## config.mk

```make
export PLATFORM = sky130hd
export DESIGN_NAME = serial_add_ctrl
export DESIGN_NICKNAME = d
export VERILOG_FILES = /design/src/rtl/serial_add_ctrl.sv
export SDC_FILE = /design/constraint.sdc
export NUM_CORES = 1
export LEC_CHECK = 0
export ABC_AREA = 0
export CORE_ASPECT_RATIO = 0.8
export CORE_UTILIZATION = 50
export DETAILED_ROUTE_END_ITERATION = 12
export PLACE_DENSITY_LB_ADDON = 0.2
export RECOVER_POWER = 25
export SYNTH_ARGS = -nofsm -noshare
export SYNTH_HDL_FRONTEND = slang
export SYNTH_SLANG_ARGS = --single-unit
```

## constraint.sdc

```tcl
create_clock -name clk -period 1.8 [get_ports clk]
set_input_delay 0.54 -clock clk [delete_from_list [all_inputs] [get_ports clk]]
set_output_delay 0.54 -clock clk [all_outputs]
set_load 0.005 [all_outputs]
```

## src/rtl/serial_add_ctrl.sv

```systemverilog
// serial_add_ctrl: bit-serial adder sequencing one full-adder slice LSB-first.
// Ports: start_valid/start_ready, a_in, b_in, cin_in, done_valid/done_ready,
//   sum_out, cout_out, busy, ovf_out (only with `define SERIAL_ADD_OVF_EN).
module serial_add_ctrl #(
  parameter int WIDTH = 8
) (
  input  logic             clk,
  input  logic             rst_n,
  input  logic             start_valid,
  output logic             start_ready,
  input  logic [WIDTH-1:0] a_in,
  input  logic [WIDTH-1:0] b_in,
  input  logic             cin_in,
  output logic             done_valid,
  input  logic             done_ready,
  output logic [WIDTH-1:0] sum_out,
  output logic             cout_out,
  output logic             busy
`ifdef SERIAL_ADD_OVF_EN
  ,
  output logic             ovf_out
`endif
);

  localparam int CW = (WIDTH > 1) ? $clog2(WIDTH) : 1;

  typedef enum logic [1:0] {
    IDLE,
    RUN,
    DONE
  } state_t;

  state_t state;
  state_t state_nxt;

  logic [WIDTH-1:0] a_sh;
  logic [WIDTH-1:0] b_sh;
  logic [WIDTH-1:0] sum_sh;
  logic             carry;
  logic [CW-1:0]    cnt;

  logic s_bit;
  logic c_bit;
  logic last;
  logic accept;

  assign s_bit  = a_sh[0] ^ b_sh[0] ^ carry;
  assign c_bit  = (a_sh[0] & b_sh[0])
                | (carry & (a_sh[0] ^ b_sh[0]));
  assign last   = (cnt == CW'(WIDTH - 1));
  assign accept = start_valid && (state == IDLE);

  always_ff @(posedge clk or negedge rst_n) begin
    if (!rst_n) begin
      state <= IDLE;
    end else begin
      state <= state_nxt;
    end
  end

  always_comb begin
    state_nxt   = state;
    start_ready = 1'b0;
    busy        = 1'b0;
    done_valid  = 1'b0;
    unique case (state)
      IDLE: begin
        start_ready = 1'b1;
        if (start_valid) state_nxt = RUN;
      end
      RUN: begin
        busy = 1'b1;
        if (last) state_nxt = DONE;
      end
      DONE: begin
        done_valid = 1'b1;
        if (done_ready) state_nxt = IDLE;
      end
      default: state_nxt = IDLE;
    endcase
  end

  always_ff @(posedge clk or negedge rst_n) begin
    if (!rst_n) begin
      a_sh     <= '0;
      b_sh     <= '0;
      sum_sh   <= '0;
      carry    <= 1'b0;
      cnt      <= '0;
      sum_out  <= '0;
      cout_out <= 1'b0;
    end else if (accept) begin
      a_sh  <= a_in;
      b_sh  <= b_in;
      carry <= cin_in;
      cnt   <= '0;
    end else if (state == RUN) begin
      a_sh   <= {1'b0, a_sh[WIDTH-1:1]};
      b_sh   <= {1'b0, b_sh[WIDTH-1:1]};
      sum_sh <= {s_bit, sum_sh[WIDTH-1:1]};
      carry  <= c_bit;
      cnt    <= cnt + 1'b1;
      // MSB step: publish the fully shifted sum in the same edge
      if (last) begin
        sum_out  <= {s_bit, sum_sh[WIDTH-1:1]};
        cout_out <= c_bit;
      end
    end
  end

`ifdef SERIAL_ADD_OVF_EN
  // carry still holds the carry into the MSB during the last step
  always_ff @(posedge clk or negedge rst_n) begin
    if (!rst_n) begin
      ovf_out <= 1'b0;
    end else if (!accept && state == RUN && last) begin
      ovf_out <= carry ^ c_bit;
    end
  end
`endif

endmodule
```

# Word-level counts from Yosys, hierarchy flattened
# Cells that the tools add are included.
# W data, S select, Z words.
[word_totals] wordCells=42 output_inout_bits=12 input_bits=21 register_bits=39
[op_classes] addsub=1 bitwise_logic=6 reduce_logical=6 eq_ne=6 mux=15
[op_table] operator="$mux W8" count=4
[op_table] operator="$mux W2" count=3
[op_table] operator="$mux W3" count=2
[op_table] operator="$ne A2 B2 Y1 const B" count=3
[op_table] operator="$pmux W2 S3" count=1
[op_table] operator="$reduce_and A3 Y1" count=2
[op_table] operator="$mux W1" count=5
[op_table] operator="$add A3 B1 Y3 const B" count=1
[op_table] operator="$eq A3 B3 Y1 const B" count=1
[op_table] operator="$and A1 B1 Y1" count=2
[op_table] operator="$eq A2 B1 Y1 const B" count=1
[op_table] operator="$eq A2 B2 Y1 const B" count=1
[op_table] operator="$logic_not A2 Y1" count=1
[op_table] operator="$reduce_and A2 Y1" count=1
[op_table] operator="$reduce_bool A2 Y1" count=1
[op_table] operator="$xor A1 B1 Y1" count=2
[op_table] operator="$logic_and A1 B1 Y1" count=1
[op_table] operator="$not A1 Y1" count=1
[op_table] operator="$or A1 B1 Y1" count=1

# Depth between registers and ports, before layout
# Gate-level depths: netlist of run 1.
[logic_depth] depth_word=5 ltp_mapped=6 mapped_depth_nobuf=4

# Least setup slack after synthesis of run 1
# OpenSTA, ideal clock, no wires.
[synth_timing] path_kind="register -> output" from="register state[1]" to="output port busy" n_path_buf=2 stages_incl_launch_ff=5 arrival_time_ns=0.891 path_slack_ns=0.369 required_time_ns=1.260 path_cell_list="dfrtp_1 nand2b_1 buf_6 inv_6 buf_6"
[synth_via] elab_chain_cells=2
[synth_rtl] item="start: declaration" line="33" text="state_t state;"
[synth_rtl] item="start signal: assignment" line="57" text="state <= state_nxt;"
[synth_rtl] item="$eq A2 B1 Y1" line="66" text="unique case (state)"
[synth_rtl] item="$mux W1" line="66"
[synth_rtl] item="end: declaration" line="18" text="output logic busy"
# No other way between the ends.

# Worst setup path in the final report of run 1
[layout_timing] from="register state[0]" to="output port start_ready"
[layout_via] elab_chain_cells=2
[layout_rtl] item="$logic_not A2 Y1" line="66"
[layout_rtl] item="$mux W1" line="66"
[layout_rtl] item="end: declaration" line="10" text="output logic start_ready,"
# No other way between the ends.

==> impl_metrics.json, run 1 <==
{
  "cp_top_family": "flip-flops",
  "ys_ff_latch": 38,
  "area_delta_synth_final_pct": 32.1,
  "drv_cap": 0,
  "firstDrtPassIters": 4,
  "dieWidth_um": 66.6,
  "slew_headroom_pct": 39.0,
  "fill_cells": 210,
  "min_period_over_period_pct": 96.8,
  "multi_input_area_sq_um": 663,
  "fin_crit_ns": 1.74,
  "vdd_drop_max_mv": 1.04,
  "rrSetupSlack_ns": 0.31,
  "worstPathRequired_ns": 1.26,
  "grt_remaining_overflow": 0,
  "drv_slew": 0,
  "slowest_stage": "dfrtp_2",
  "clock_path_buffers": 2,
  "slowest_delay_ns": 0.49,
  "initial_utilization_pct": 53.4,
  "nets": 211,
  "outcome": "complete, no violations",
  "powerDensity_nw_per_um2": 1750,
  "clk_pin_slew_ns": 0.08,
  "postRouteAntennaNets": 0,
  "clockRootBuffer": "clkbuf_8",
  "clock-sinks": 38,
  "syn_area_sq_um": 1670,
  "dp.cells": 218,
  "r2r-end": "a_sh[2]",
  "yosys.area_share.simple_pct": 10.5,
  "setup_viol": 0,
  "p_total_w": 0.00386,
  "min-delay-start": "cnt[0]",
  "p_leak_nw": 1.01,
  "antenna_found_initial": 0,
  "dp_hpwl_mm": 2.48,
  "synthXorXnorAreaFrac_pct": 0,
  "path_cells": "nor2_4 > dlygate4sd2_1",
  "fin_skew_ns": 0.0133,
  "synthAdderAreaFrac_pct": 2.69,
  "final_common_cell": "dfrtp_1",
  "cp-end-kind": "output port",
  "yosysTopAreaCell": "dfrtp_1",
  "max_freq_mhz": 574,
  "synth_nets": 167,
  "start_kind": "flip-flop",
  "synth_cell_types": 24,
  "synthDominantCellAreaShare_pct": 56.9,
  "r2r-start": "state[0]",
  "wl_per_cell_um": 16.2,
  "worst_pin_slew_ns": 0.915,
  "grt_max_degree": 39,
  "n_antenna_cell": 0,
  "dieHeight_um": 53.7,
  "holdPathStages": 1,
  "layout_common_cells": "dfrtp_1, clkdlybuf4s50_1, nand2_1, o22ai_1, buf_4",
  "synth.area.top_cells": "dfrtp_1, mux2_4, o22ai_1",
  "cts_tree": "built",
  "synth_top_family_by_area": "compound AO/OA/AOI/OAI gates",
  "gp_congestion": 0.796,
  "drc_errors": 0,
  "min_path_type": "flip-flop to flip-flop",
  "muxShareOfSynthArea_pct": 8.08,
  "grt_pass1_vias": 1232,
  "grt_pass1_wl_mm": 5.99,
  "wl_mm": 3.70,
  "synth_compound_area_share_pct": 17.5,
  "critical_path_class": "flip-flop to output port",
  "setup_ws_ns": 0.0581,
  "portBuffers": 32,
  "first_iter_violations": 104,
  "viasPerCell": 5.65,
  "die_area_sq_um": 3580,
  "critPathArrivalTime_ns": 1.20,
  "synth_cells": 143,
  "min_to": "cnt[0]",
  "hold_viol": 0,
  "io_pins": 33,
  "avgSynthCellArea_sq_um": 11.7,
  "clk_latency_ns": 0.29,
  "rsz0062_at_grt": "no",
  "r2r_cells": 5,
  "htree_levels": 2,
  "core_sq_um": 3130,
  "ff_latch_area_sq_um": 953,
  "rows": 18,
  "seq_area_frac_synth_pct": 56.9,
  "cp-startpoint": "state[0]",
  "grt.total_usage_pct": 23.7,
  "cts_buffers": 5,
  "yosys_warnings": 0,
  "vias": 1289,
  "dp_slack_ns": -0.00166,
  "final_layout_size_suffix_gt1_share_pct": 20.7,
  "stdcell_count": 228,
  "critPathBufInv": 1,
  "crit_fanout": 7
}
worst register-to-register path, cell delays in order, from the launching register on:
cell,delay (ns)
dfrtp_2,0.49
buf_4,0.17
buf_4,0.13
inv_1,0.31
o22ai_1,0.14
a2bb2oi_1,0.17
where the power goes:
group | internal (W) | switching, W
Clock | 0.000408 | 0.000304
Sequential | 0.00126 | 0.000298
Combinational | 0.000890 | 0.000703
Total | 0.00255 | 0.00130
area by class of cell:
class                           count  share of cell area [%]
Clock inverter                      3                    1.81
Tap cell                           40                    2.27
Multi-Input combinational cell     94                    30.0
Sequential cell                    38                    43.2
Clock buffer                        5                    3.12
Timing Repair Buffer               45                    18.9
Inverter                            3                   0.737
sequential cells by signal, summed over array words and instances (netlist names):
register	flops
a_sh	8
cout_out	1
carry	1
cnt	3
state	2
b_sh	8
sum_out	8
sum_sh	7
cells in the mapped netlist:
master	instances
a21oi_1	10
a22o_1	2
a2bb2oi_1	5
buf_2	3
buf_4	2
buf_6	2
clkbuf_1	1
dfrtp_1	38
fa_1	1
ha_1	2
inv_1	2
inv_6	1
mux2_4	9
nand2_1	24
nand2_8	1
nand2b_1	3
nand3b_1	2
nor2_1	5
nor2b_1	1
o21ai_0	4
o221a_2	2
o22ai_1	21
o31ai_1	1
or2_2	1
stage by stage:
step / setup TNS, ns / hold slack [ns] / utilization [%] / instance area [sq um]
finish: 0 / 0.480 / 70.5 / 2210
global route: 0 / 0.509 / 70.5 / 2210
CTS: 0 / 0.481 / 70.9 / 2220
detailed placement: -0.00166 / 0.471 / 66.5 / 2080
global placement: 0 / 0.463 / 66.5 / 2080
floorplan: 0 / 0.244 / - / 1670
how the worst max path moves through the flow:
stage / end / cells past startpoint
floorplan: busy / 4
global placement: start_ready / 2
detailed placement: cnt[1] / 5
CTS: done_valid / 4
global route: done_valid / 4
finish: start_ready / 2
logic make-up after synthesis:
family,after synthesis
AOI/OAI and AO/OA,45
DFF,38
and+or+nand+nor,37
buffers and inverters,11
muxes,9
adders and majority gates,3
metal layers:
metal	GRT usage, %	up-vias	share of wire, %
li1	-	605	-
met1	32.1	641	47
met2	36.0	35	47
met3	6.36	8	4.2
met4	10.3	0	1.4
met5	0	-	0
repair_timing:
action / CTS / global route
gates cloned: 0 / 0
resized for setup: 9 / 2
hold buffers: 0 / 0
endpoints found under the setup margin: 3 / 1
buffers inserted: 2 / 0
No activity file was read; power rests on OpenSTA's default activity.
==> run 2, diff against run 1 <==
--- a/config.mk
+++ b/config.mk
@@ -7,10 +7,12 @@
 export LEC_CHECK = 0
 export ABC_AREA = 0
 export CORE_ASPECT_RATIO = 0.8
-export CORE_UTILIZATION = 50
+export CORE_UTILIZATION = 55
 export DETAILED_ROUTE_END_ITERATION = 12
+export DONT_BUFFER_PORTS = 1
 export PLACE_DENSITY_LB_ADDON = 0.2
 export RECOVER_POWER = 25
+export SLEW_MARGIN = 15
 export SYNTH_ARGS = -nofsm -noshare
 export SYNTH_HDL_FRONTEND = slang
 export SYNTH_SLANG_ARGS = --single-unit
==> run 2 against run 1 <==
  * Design area shrank 19%
  * Clock skew shrank 0.0055 ns
  * First-iteration DRC count shrank 16%
  * Combinational power shrank 23%
  * Critical path depth is the same
  * Setup slack gained 0.058 ns
  * Maximum frequency grew 3.4%
  * Sequential power is essentially flat
  * Largest power group is now registers
==> impl_metrics.json, run 2 (synthesis results as in run 1) <==
{
  "outcome": "complete, no violations",
  "worstPathRequired_ns": 1.26,
  "stdcell_count": 185,
  "crit_fanout": 12,
  "ff_latch_area_sq_um": 951,
  "clock-sinks": 38,
  "portBuffers": 0,
  "nets": 170,
  "clock_path_buffers": 2,
  "htree_levels": 2,
  "critPathArrivalTime_ns": 1.14,
  "max_freq_mhz": 594,
  "final_layout_size_suffix_gt1_share_pct": 17.0,
  "cp-end-kind": "output port",
  "dp_hpwl_mm": 2.25,
  "p_leak_nw": 0.825,
  "layout_common_cells": "dfrtp_1, nand2_1, o22ai_1, a21oi_1, mux2_4",
  "firstDrtPassIters": 4,
  "clk_latency_ns": 0.29,
  "initial_utilization_pct": 59.1,
  "rrSetupSlack_ns": 0.35,
  "grt_remaining_overflow": 0,
  "fin_skew_ns": 0.00786,
  "cts_buffers": 5,
  "rsz0062_at_grt": "no",
  "dieHeight_um": 51.3,
  "dieWidth_um": 63.6,
  "viasPerCell": 6.04,
  "gp_congestion": 0.720,
  "fin_tns_setup_ns": 0,
  "grt_pass1_wl_mm": 5.40,
  "grt_pass1_vias": 1087,
  "postCtsResizedCells": 0,
  "multi_input_area_sq_um": 648,
  "cp-startpoint": "state[1]",
  "top_regs": "a_sh x8, b_sh x8, sum_out x8",
  "critical_path_class": "flip-flop to output port",
  "min-delay-start": "done_ready",
  "core_sq_um": 2830,
  "powerDensity_nw_per_um2": 1900,
  "die_area_sq_um": 3270,
  "cts_tree": "built",
  "fin_crit_ns": 1.68,
  "worst_pin_slew_ns": 0.908,
  "drc_errors": 0,
  "vdd_drop_max_mv": 0.832,
  "drv_slew": 0,
  "drv_cap": 0,
  "cp-endpoint": "busy",
  "slew_headroom_pct": 39.5,
  "dp.cells": 176,
  "grt.total_usage_pct": 23.4,
  "vias": 1118,
  "r2r_cells": 4,
  "setup_viol": 0,
  "clk_pin_slew_ns": 0.07,
  "start_kind": "flip-flop",
  "wl_per_cell_um": 18.3,
  "min_period_over_period_pct": 93.6,
  "wl_mm": 3.38,
  "clockRootBuffer": "clkbuf_8",
  "antenna_found_initial": 0,
  "hold_viol": 0,
  "postRouteAntennaNets": 0,
  "final_common_cell": "dfrtp_1",
  "first_iter_violations": 87,
  "rows": 17,
  "n_antenna_cell": 0,
  "min_path_type": "input pin to flip-flop",
  "r2r-start": "cnt[0]",
  "grt_max_degree": 39,
  "r2r-end": "sum_out[4]",
  "area_delta_synth_final_pct": 6.59,
  "io_pins": 33,
  "fill_cells": 230
}
[run 2: cell count changes in the layout (fill, tap and decap cells not counted), moves of 2 or more]
cell and change:
clkdlybuf4s50_1 -28, dfrtp_1 +2, buf_4 -8, dlygate4sd2_1 -2, dfrtp_2 -2
[run 2: through the flow]
stage | total power [W] | setup slack, ns | utilization [%] | area [sq um] | hold slack [ns]
after CTS | 0.00341 | 0.0985 | 63.5 | 1800 | 0.0789
after detailed placement | 0.00279 | 0.357 | 59.6 | 1690 | 0.245
after floorplan | 0.00256 | 0.369 | - | 1670 | 0.244
after global placement | 0.00271 | 0.406 | 59.6 | 1690 | 0.245
final | 0.00339 | 0.116 | 63.0 | 1780 | 0.337
after global routing | 0.00363 | 0.0502 | 63.0 | 1780 | 0.337
[run 2: worst min-delay path by stage]
stage	to	slack, ns	cells past startpoint
after detailed placement	b_sh[6]	0.25	0
final	state[1]	0.34	1
after global placement	b_sh[4]	0.25	0
after global routing	state[1]	0.34	1
after CTS	b_sh[6]	0.08	1
after floorplan	a_sh[0]	0.24	0
[run 2: cell type report]
cell class                      count  share of cell area, %
Tap cell                           38                   2.67
Timing Repair Buffer                4                   1.54
Multi-Input combinational cell     94                   36.4
Clock buffer                        7                   4.85
Clock inverter                      1                  0.281
Sequential cell                    38                   53.4
Inverter                            3                  0.913
[run 2: layer usage]
metal  share of wire (%)  track usage [%]
met1                  46             32.6
met4                 2.0             13.6
met3                 7.2             6.25
met5                   0                0
met2                  45             33.0
[run 2: what timing repair did]
item,4_1_cts,5_1_grt
hold buffers,1,0
endpoints found under the setup margin,0,0
endpoints found under the hold margin,38,0
buffers inserted,0,0
[run 2: worst max-delay path, stage by stage (launching register included)]
cell      delay, ns
dfrtp_1        0.45
nand2b_1       0.24
inv_6          0.16
[run 2: where the power goes]
part | internal [W] | switching, W
Sequential | 0.00126 | 0.000311
Combinational | 0.000611 | 0.000614
Clock | 0.000309 | 0.000287
==> run 3, diff against run 2 <==
--- a/config.mk
+++ b/config.mk
@@ -6,8 +6,10 @@
 export NUM_CORES = 1
 export LEC_CHECK = 0
 export ABC_AREA = 0
+export CELL_PAD_IN_SITES_DETAIL_PLACEMENT = 1
+export CELL_PAD_IN_SITES_GLOBAL_PLACEMENT = 1
 export CORE_ASPECT_RATIO = 0.8
-export CORE_UTILIZATION = 55
+export CORE_UTILIZATION = 44
 export DETAILED_ROUTE_END_ITERATION = 12
 export DONT_BUFFER_PORTS = 1
 export PLACE_DENSITY_LB_ADDON = 0.2
==> constraint.sdc (replaced) <==
create_clock -name clk -period 1.4 [get_ports clk]
set_input_delay 0.42 -clock clk [delete_from_list [all_inputs] [get_ports clk]]
set_output_delay 0.42 -clock clk [all_outputs]
set_load 0.005 [all_outputs]
==> run 3 against run 2 <==
  * The run now ends with setup timing left
  * Register-to-register slack got worse by 0.35 ns
  * Setup slack got worse by 0.16 ns
  * Power grew 48%
==> impl_metrics.json, run 3 (synthesis results as in run 1) <==
{
  "fill_cells": 368,
  "io_pins": 33,
  "htree_levels": 2,
  "rows": 19,
  "setup_viol": 3,
  "cp-end-kind": "output port",
  "cts_buffers": 5,
  "outcome": "finished, violations left",
  "min_path_type": "input pin to flip-flop",
  "hold_slack_ns": 0.213,
  "final_layout_size_suffix_gt1_share_pct": 26.3,
  "rsz0062_at_grt": "yes",
  "layout_common_cells": "dfrtp_1, nand2_1, o22ai_1, a21oi_1",
  "portBuffers": 0,
  "worst_pin_slew_ns": 0.525,
  "min_period_over_period_pct": 103,
  "gp_congestion": 0.857,
  "clockRootBuffer": "clkbuf_8",
  "rrSetupSlack_ns": 0,
  "postRouteAntennaNets": 0,
  "ff_latch_area_sq_um": 952,
  "wl_mm": 3.76,
  "final_common_cell": "dfrtp_1",
  "clk_pin_slew_ns": 0.07,
  "area_delta_synth_final_pct": 16.3,
  "setup_ws_ns": -0.0476,
  "p_leak_nw": 0.893,
  "vdd_drop_max_mv": 1.06,
  "dp_slack_ns": -0.0439,
  "vias": 1169,
  "grt.total_usage_pct": 21.1,
  "multi_input_area_sq_um": 671,
  "drv_slew": 0,
  "grt_pass1_vias": 1285,
  "n_antenna_cell": 0,
  "clock_path_buffers": 2,
  "start_kind": "flip-flop",
  "drv_cap": 0,
  "firstDrtPassIters": 6,
  "crit_fanout": 7,
  "fin_skew_ns": 0.00963,
  "slew_headroom_pct": 65.0,
  "viasPerCell": 5.90,
  "grt_remaining_overflow": 0,
  "grt_max_degree": 39,
  "critPathArrivalTime_ns": 1.03,
  "initial_utilization_pct": 47.5,
  "die_area_sq_um": 4050,
  "core_sq_um": 3520,
  "drc_errors": 0,
  "fin_crit_ns": 1.45,
  "dieWidth_um": 70.9,
  "grt_pass1_wl_mm": 6.42,
  "first_iter_violations": 101,
  "hold_viol": 0,
  "top_regs": "a_sh x8, b_sh x8, sum_out x8",
  "clk_latency_ns": 0.30,
  "dp.cells": 185,
  "dieHeight_um": 57.1,
  "stdcell_count": 198,
  "antenna_found_initial": 0,
  "wl_per_cell_um": 19.0,
  "nets": 179,
  "cts_tree": "built",
  "clock-sinks": 38,
  "powerDensity_nw_per_um2": 2570,
  "critical_path_class": "flip-flop to output port",
  "max_freq_mhz": 691,
  "worstPathRequired_ns": 0.98,
  "violations": "setup timing",
  "p_total_w": 0.00500,
  "dp_hpwl_mm": 2.47
}
==> run 3: final cells by class <==
class / count / share of cell area [%]
clock buffers: 6 / 4.25
inverters: 3 / 0.965
multi-input cells: 94 / 34.5
well taps: 42 / 2.70
flip-flops and latches: 38 / 49.0
clock inverters: 2 / 3.09
repair buffers: 13 / 5.53
==> run 3: path summary, 6_finish.rpt <==
check | cells after the start | from | end
hold reg to reg | 2 | sum_sh[1] | sum_sh[1]
max in group asynchronous | 2 | rst_n | state[0]
setup / recovery | 3 | state[0] | busy
setup reg to reg | 4 | cnt[0] | sum_out[3]
hold / removal | 1 | done_ready | state[1]
min in group asynchronous | 2 | rst_n | a_sh[4]
==> run 3: report_power, final <==
part	switching [W]	total (W)	internal, W
sequential	0.000398	0.00201	0.00162
combinational	0.000883	0.00183	0.000946
clock	0.000396	0.00116	0.000760
total	0.00168	0.00500	0.00332
==> run 3: repair_timing <==
item / CTS / global route
hold buffers: 2 / 0
endpoints found under the hold margin: 38 / 0
setup buffers: 3 / 0
setup endpoints to repair: 14 / 12
pin swaps: 2 / 0
gates resized for setup: 11 / 0
==> run 3: critical path: stages, from the launching register on <==
cell and delay (ns):
dfrtp_2 0.48, nand2b_4 0.12, inv_8 0.03, buf_6 0.10
==> run 3: through the flow <==
stage | area (sq um) | TNS, ns | util [%]
finish | 1940 | -0.0903 | 55.3
global route | 1940 | -0.399 | 55.3
CTS | 1960 | -0.115 | 55.6
detailed placement | 1730 | -0.357 | 49.1
global placement | 1730 | 0 | 49.1
floorplan | 1670 | 0 | -
==> run 3: metal layers <==
layer	vias up	GRT usage (%)	share of wire [%]
met5	-	0	0
met4	0	8.57	1.7
met3	8	6.18	4.4
met2	27	30.6	45
met1	594	29.9	49
li1	540	-	-
